File: src/rtl/mcu_sequencer.sv
// Purpose : frame sequencer for the 2D-conv engine; drives the MCU mux array and the N+2 column banks (LOAD/PROC/OUT).
// Latency : every output is registered, so a decision made at an edge is visible the following cycle; PROC is H+CONV_LAT cycles.
// Backpres: LOAD accepts one word per cycle while i_inValid is high; OUT holds address and valid while i_outReady is low.
//
// Ports:
//   i_CLK, i_reset          clock, synchronous active-high reset
//   i_start, i_numCols      frame start pulse and column count (sampled in IDLE only)
//   i_inValid / o_inReady   host input handshake (LOAD only)
//   o_outValid / i_outReady host result handshake (OUT only)
//   o_state, o_substate     mux state (00 LOAD, 01 PROC, 10 OUT, 11 IDLE) and bank-pair select
//   o_memSelect             mux bank select for LOAD/OUT
//   o_rdAddr, o_wrAddr      bank read/write address
//   o_wrEnable              per-bank write enable, bit b = bank b
//   o_busy, o_done          high outside IDLE; one-cycle pulse when the frame ends
module mcu_sequencer #(
  parameter int N            = 2,
  parameter int BITS_IMAGEN  = 11,
  parameter int IMAGE_HEIGHT = 440,
  parameter int BITS_ADDR    = $clog2(IMAGE_HEIGHT),
  parameter int BITS_COLS    = 10,
  parameter int CONV_LAT     = 3
) (
  input  logic                 i_CLK,
  input  logic                 i_reset,
  input  logic                 i_start,
  input  logic [BITS_COLS-1:0] i_numCols,
  input  logic                 i_inValid,
  output logic                 o_inReady,
  output logic                 o_outValid,
  input  logic                 i_outReady,
  output logic [1:0]           o_state,
  output logic                 o_substate,
  output logic [1:0]           o_memSelect,
  output logic [BITS_ADDR-1:0] o_rdAddr,
  output logic [BITS_ADDR-1:0] o_wrAddr,
  output logic [N+1:0]         o_wrEnable,
  output logic                 o_busy,
  output logic                 o_done
);

  // The bank-pair masks and 2-bit bank counter assume four banks. The pixel
  // word itself travels on a separate host data path and is not seen here.
  if (N != 2 || CONV_LAT < 1 || BITS_IMAGEN < 1) begin : g_param_check
    $error("mcu_sequencer: only N=2, CONV_LAT>=1 supported");
  end

  // PROC cycle counter runs 0 .. H+CONV_LAT-1.
  localparam int PROC_LEN = IMAGE_HEIGHT + CONV_LAT;
  localparam int CNT_W    = $clog2(PROC_LEN + 1);

  localparam logic [BITS_ADDR-1:0] LAST_ROW  = BITS_ADDR'(IMAGE_HEIGHT - 1);
  localparam logic [CNT_W-1:0]     PROC_LAST = CNT_W'(PROC_LEN - 1);
  localparam logic [CNT_W-1:0]     H_CNT     = CNT_W'(IMAGE_HEIGHT);
  localparam logic [CNT_W-1:0]     LAT_CNT   = CNT_W'(CONV_LAT);

  // Encodings match the mux array's state input so o_state is the register itself.
  typedef enum logic [1:0] {
    S_LOAD = 2'b00,
    S_PROC = 2'b01,
    S_OUT  = 2'b10,
    S_IDLE = 2'b11
  } state_t;

  state_t               state_q, state_d;
  logic [BITS_ADDR-1:0] row_q, row_d;
  logic [1:0]           bank_q, bank_d;
  logic [1:0]           last_bank_q, last_bank_d;   // final bank of the current LOAD
  logic [BITS_COLS-1:0] cols_loaded_q, cols_loaded_d;
  logic [BITS_COLS-1:0] num_cols_q, num_cols_d;
  logic                 sub_q, sub_d;
  logic [CNT_W-1:0]     proc_cnt_q, proc_cnt_d;
  logic [CNT_W-1:0]     proc_inc;

  logic [1:0]           mem_select_q, mem_select_d;
  logic [BITS_ADDR-1:0] rd_addr_q, rd_addr_d;
  logic [BITS_ADDR-1:0] wr_addr_q, wr_addr_d;
  logic [N+1:0]         wr_en_q, wr_en_d;
  logic                 in_rdy_q, in_rdy_d;
  logic                 out_vld_q, out_vld_d;
  logic                 busy_q, busy_d;
  logic                 done_q, done_d;

  assign proc_inc = proc_cnt_q + CNT_W'(1);

  always_ff @(posedge i_CLK) begin
    if (i_reset) begin
      state_q       <= S_IDLE;
      row_q         <= '0;
      bank_q        <= '0;
      last_bank_q   <= '0;
      cols_loaded_q <= '0;
      num_cols_q    <= '0;
      sub_q         <= 1'b0;
      proc_cnt_q    <= '0;
      mem_select_q  <= '0;
      rd_addr_q     <= '0;
      wr_addr_q     <= '0;
      wr_en_q       <= '0;
      in_rdy_q      <= 1'b0;
      out_vld_q     <= 1'b0;
      busy_q        <= 1'b0;
      done_q        <= 1'b0;
    end else begin
      state_q       <= state_d;
      row_q         <= row_d;
      bank_q        <= bank_d;
      last_bank_q   <= last_bank_d;
      cols_loaded_q <= cols_loaded_d;
      num_cols_q    <= num_cols_d;
      sub_q         <= sub_d;
      proc_cnt_q    <= proc_cnt_d;
      mem_select_q  <= mem_select_d;
      rd_addr_q     <= rd_addr_d;
      wr_addr_q     <= wr_addr_d;
      wr_en_q       <= wr_en_d;
      in_rdy_q      <= in_rdy_d;
      out_vld_q     <= out_vld_d;
      busy_q        <= busy_d;
      done_q        <= done_d;
    end
  end

  always_comb begin
    state_d       = state_q;
    row_d         = row_q;
    bank_d        = bank_q;
    last_bank_d   = last_bank_q;
    cols_loaded_d = cols_loaded_q;
    num_cols_d    = num_cols_q;
    sub_d         = sub_q;
    proc_cnt_d    = proc_cnt_q;
    mem_select_d  = mem_select_q;
    rd_addr_d     = rd_addr_q;
    wr_addr_d     = wr_addr_q;
    wr_en_d       = '0;           // write enables are single-cycle strobes
    in_rdy_d      = in_rdy_q;
    out_vld_d     = out_vld_q;
    busy_d        = busy_q;
    done_d        = 1'b0;

    unique case (state_q)
      S_IDLE: begin
        // Odd or short frames cannot be split into bank pairs; ignore them.
        if (i_start && !i_numCols[0] && (i_numCols >= BITS_COLS'(4))) begin
          state_d       = S_LOAD;
          num_cols_d    = i_numCols;
          cols_loaded_d = '0;
          sub_d         = 1'b0;
          bank_d        = 2'd0;
          last_bank_d   = 2'd3;
          row_d         = '0;
          in_rdy_d      = 1'b1;
          busy_d        = 1'b1;
        end
      end

      S_LOAD: begin
        if (i_inValid && in_rdy_q) begin
          // Strobe lands one cycle after acceptance, alongside the registered word.
          wr_en_d      = (N + 2)'(1) << bank_q;
          wr_addr_d    = row_q;
          mem_select_d = bank_q;
          if (row_q == LAST_ROW) begin
            row_d         = '0;
            bank_d        = bank_q + 2'd1;
            cols_loaded_d = cols_loaded_q + 1'b1;
            if (bank_q == last_bank_q) begin
              state_d    = S_PROC;
              in_rdy_d   = 1'b0;
              rd_addr_d  = '0;
              proc_cnt_d = '0;
            end
          end else begin
            row_d = row_q + 1'b1;
          end
        end
      end

      S_PROC: begin
        if (proc_cnt_q == PROC_LAST) begin
          state_d      = S_OUT;
          bank_d       = {sub_q, 1'b0};
          mem_select_d = {sub_q, 1'b0};
          row_d        = '0;
          rd_addr_d    = '0;
          out_vld_d    = 1'b0;
        end else begin
          proc_cnt_d = proc_inc;
          // Read address stops advancing at H-1; the tail covers convolver latency.
          if (proc_inc < H_CNT) begin
            rd_addr_d = proc_inc[BITS_ADDR-1:0];
          end
          // Result for read address k arrives CONV_LAT cycles later; overwrite the
          // consumed pair (banks 0/1 when sub=0, banks 2/3 when sub=1).
          if (proc_inc >= LAT_CNT) begin
            wr_en_d   = sub_q ? (N + 2)'(4'b1100) : (N + 2)'(4'b0011);
            wr_addr_d = BITS_ADDR'(proc_inc - LAT_CNT);
          end
        end
      end

      S_OUT: begin
        if (!out_vld_q) begin
          // Address was presented last cycle; bank data is now at the mux.
          out_vld_d = 1'b1;
        end else if (i_outReady) begin
          out_vld_d = 1'b0;
          if (row_q == LAST_ROW) begin
            if (bank_q[0]) begin
              // Second bank of the pair drained.
              if (cols_loaded_q < num_cols_q) begin
                state_d     = S_LOAD;
                sub_d       = !sub_q;
                bank_d      = {bank_q[1], 1'b0};
                last_bank_d = bank_q;
                row_d       = '0;
                in_rdy_d    = 1'b1;
              end else begin
                state_d = S_IDLE;
                busy_d  = 1'b0;
                done_d  = 1'b1;
              end
            end else begin
              bank_d       = bank_q + 2'd1;
              mem_select_d = bank_q + 2'd1;
              row_d        = '0;
              rd_addr_d    = '0;
            end
          end else begin
            row_d     = row_q + 1'b1;
            rd_addr_d = row_q + 1'b1;
          end
        end
      end

      default: begin
        state_d = S_IDLE;
      end
    endcase
  end

  assign o_state     = state_q;
  assign o_substate  = sub_q;
  assign o_memSelect = mem_select_q;
  assign o_rdAddr    = rd_addr_q;
  assign o_wrAddr    = wr_addr_q;
  assign o_wrEnable  = wr_en_q;
  assign o_inReady   = in_rdy_q;
  assign o_outValid  = out_vld_q;
  assign o_busy      = busy_q;
  assign o_done      = done_q;

endmodule

File: config.mk
export PLATFORM = sky130hd
export DESIGN_NAME = mcu_sequencer
export DESIGN_NICKNAME = d
export VERILOG_FILES = /design/src/rtl/mcu_sequencer.sv
export SDC_FILE = /design/constraint.sdc
export NUM_CORES = 1
export LEC_CHECK = 0
export BUFFER_PORTS_ARGS = -buffer_cell sky130_fd_sc_hd__buf_2
export CAP_MARGIN = 20
export CORE_MARGIN = 1.5
export CORE_UTILIZATION = 54
export CTS_CLUSTER_DIAMETER = 60
export DETAILED_ROUTE_END_ITERATION = 10
export PLACE_DENSITY = 0.81
export SLEW_MARGIN = 20
export SYNTH_ARGS = -nofsm -noshare
export SYNTH_HDL_FRONTEND = slang
export SYNTH_SLANG_ARGS = --single-unit
File: constraint.sdc
create_clock -name i_CLK -period 3 [get_ports i_CLK]
set_input_delay 0.45 -clock i_CLK [delete_from_list [all_inputs] [get_ports i_CLK]]
set_output_delay 0.45 -clock i_CLK [all_outputs]
set_load 0.005 [all_outputs]
==> results.toml <==
[run_status]
outcome = "complete, no violations"

[critical_path]
crit_type = "register to register"
max_stage_delay_ns = 0.73
worstPathRequired_ns = 3.25
worstPathArrival_ns = 3.00
reg2reg_depth = 6
rrSetupSlack_ns = 0.25
critPathCaptureType = "register"
r2r-end = "o_inReady"
startpoint_type = "register"
cp_max_fo = 10
crit_path_cell_trace = "ha_1 -> nand4_2 -> o41ai_1 -> nand2_1 -> nor4_1 -> mux2_2"
r2r_start = "row_q[0]"
cpMaxStageDelayCell = "o41ai_1"

[grt]
grt_antenna_before_repair = 0
grt_overflow = 0
grt_max_degree = 52
grt_pass1_vias = 4135
grtUsageTotal_pct = 28.71
grt_first_pass_wirelength_um = 20420

[synth]
ys.flop_type = "dfxtp_1"
synth.avg_cell_area_um2 = 7.984
yosys.area.top_type = "dfxtp_1"
postSynth.asyncResetShare_pct = 0
synth.cell_area_um2 = 4631
yosysSeqAreaShare_pct = 31.56
synth_edf_count = 0
ys_warn_count = 0
syn-num-nets = 619
ys_ff_latch = 73
synthTopCellsByArea = "dfxtp_1 32%, ha_1 6.5%, a21oi_1 5.5%"
synth.distinct_cells = 76
synth.top_cell.area_share_pct = 31.56
syn_inst = 580

[worst_hold_path]
hp-class = "input port to register"
min-delay-start = "i_numCols[6]"
min_path_cells = 3
min_delay_worst_endpoint = "num_cols_q[6]"

[power_and_ir_drop]
swShare_pct = 43.27
power.net_switching_w = 0.001497
p_clk_share_pct = 20.6
p_leak_nw = 1.994
vdd_drop_max_mv = 0.4127
pwr-share-seq_pct = 34.1
internal_power_w = 0.001963
pwr_density_cell_nw_per_um2 = 683.1
total_power_w = 0.003461
comb_power_share_pct = 45.3

[cts]
cts_hold_buf = 0
cts_buffers = 9
cts.sinks = 73
clkLatencyLatePin_ns = 0.36
htree_levels = 3
clk_path_buf_depth = 2
tritoncts = "yes"
cts-root-buf = "clkbuf_8"
clk_pin_slew_ns = 0.08

[finish]
final_common_cell = "dfxtp_1"
nNetsFinal = 648
mostFrequentLayoutCells = "73 x dfxtp_1, 55 x nand2_1, 55 x nor2_1, 51 x a21oi_1, 45 x buf_2"
antenna_cells = 0
area_growth_pct = 9.403
n_fill_cell = 710
final_layout_size_suffix_gt1_share_pct = 15.47

[timing]
grt_setup_unrepaired = "false"
finClkSkew_ns = 0.007168
hold_viol_final = 0
fin_crit_ns = 2.749
setup_viol = 0
slew_violations = 0
fin_setup_tns_ns = 0
post-route-period-util_pct = 91.63
worstMarginPinSlew_ns = 0.7111
fmax_mhz = 363.8
relSlewSlack_pct = 52.09

[die]
row_count = 33
start_util_pct = 56.08
io_pins = 46
die_w_um = 95.61
dieArea_um2 = 9140
fp.dieH_um = 95.61
core_um2 = 8258

[detailed_routing]
firstDrtPassIters = 5
first_iter_violations = 388
ant_nets = 0
drc = 0
via_per_inst = 6.313
vias = 4539
totalWireLength_um = 12290
wire_per_inst_um = 17.09

[flow_run]
cap_violations = 0

[placed_design]
dp_hpwl_um = 8828
portBuffers = 45
gp_congestion = 0.9107
## synthesized netlist by cell type (12+ instances only)
library cell,count
nand2_1,55
ha_1,24
nor2_1,55
xor2_1,16
clkbuf_1,19
nand3_1,16
nor3_1,14
buf_2,12
mux2i_1,14
o21ai_0,44
a21oi_1,51
inv_1,23
dfxtp_1,73
nand4_1,13
## registers in the layout, summed over array words and instances (netlist names), 2 cells and up
register / count
cols_loaded_q: 10
num_cols_q: 10
o_rdAddr: 9
o_wrAddr: 9
proc_cnt_q: 9
row_q: 9
o_wrEnable: 4
bank_q: 2
last_bank_q: 2
o_memSelect: 2
o_state: 2
## logic make-up after synthesis
| family | share of synthesized area (%) |
|---|---|
| fa+ha+maj | 6.485 |
| buf+inv | 5.755 |
| mux | 3.269 |
| simple gates | 23.40 |
| compound gates | 24.80 |
| xor+xnor | 4.728 |
| flops | 31.56 |
## critical path: cells and delay by family (launching register included)
family	cells	cell delay [ns]
and+or+nand+nor	3	0.80
AOI/OAI and AO/OA	1	0.73
DFF	1	0.43
muxes	1	0.37
adders and majority gates	1	0.31
## area by class of cell
class / instances / area (µm²) / area share (%)
Timing Repair Buffer: 54 / 292.8 / 5.779
Multi-Input combinational cell: 447 / 2917 / 57.57
Inverter: 24 / 90.09 / 1.778
Sequential cell: 73 / 1461 / 28.85
Clock buffer: 13 / 158.9 / 3.137
Clock inverter: 3 / 15.01 / 0.2964
Tap cell: 105 / 131.4 / 2.593
## power groups by stage
| stage | Clock (W) | Sequential [W] | Combinational [W] |
|---|---|---|---|
| 3_3_place_gp | 0 | 0.00119 | 0.00148 |
| 6_report | 0.000711 | 0.00118 | 0.00157 |
| 5_1_grt | 0.000769 | 0.00120 | 0.00173 |
| 3_5_place_dp | 0 | 0.00120 | 0.00152 |
| 2_1_floorplan | 0 | 0.00118 | 0.00112 |
| 4_1_cts | 0.000729 | 0.00118 | 0.00153 |
## how the worst max path moves through the flow
stage               depth (start not counted)  slack (ns)     startpoint           to
detailed placement                          7        0.25  proc_cnt_q[1]  o_wrAddr[5]
floorplan                                  10        0.81  proc_cnt_q[0]  o_wrAddr[6]
finish                                      6        0.25       row_q[0]    o_inReady
global route                                6        0.14       row_q[0]   o_substate
global placement                            7        0.39  proc_cnt_q[1]  o_wrAddr[4]
CTS                                         7        0.21  proc_cnt_q[1]  o_wrAddr[5]
## metal layers
layer | routed length (µm) | vias up | global-route usage (%)
met4 | 332 | 0 | 11.15
met2 | 5734 | 218 | 45.36
met1 | 5185 | 2123 | 37.59
met5 | 0 | - | 0
li1 | - | 2162 | -
met3 | 1032 | 36 | 6.778
## per-stage QoR
stage / cell area [µm²] / hold slack, ns / setup WS [ns] / cells / utilization [%]
2_1_floorplan: 4631 / 0.4363 / 0.8078 / 580 / -
3_3_place_gp: 4878 / 0.4443 / 0.3890 / 703 / 59.08
3_5_place_dp: 4878 / 0.4570 / 0.2456 / 703 / 59.08
4_1_cts: 5052 / 0.3274 / 0.2080 / 719 / 61.18
5_1_grt: 5066 / 0.3289 / 0.1362 / 719 / 61.35
6_report: 5066 / 0.3394 / 0.2512 / 719 / 61.35
## repair_timing
item / CTS / global route
resized for setup: 0 / 2
endpoints found under the setup margin: 0 / 9
buffers inserted: 0 / 0
Power figures use the tool's default switching activity.
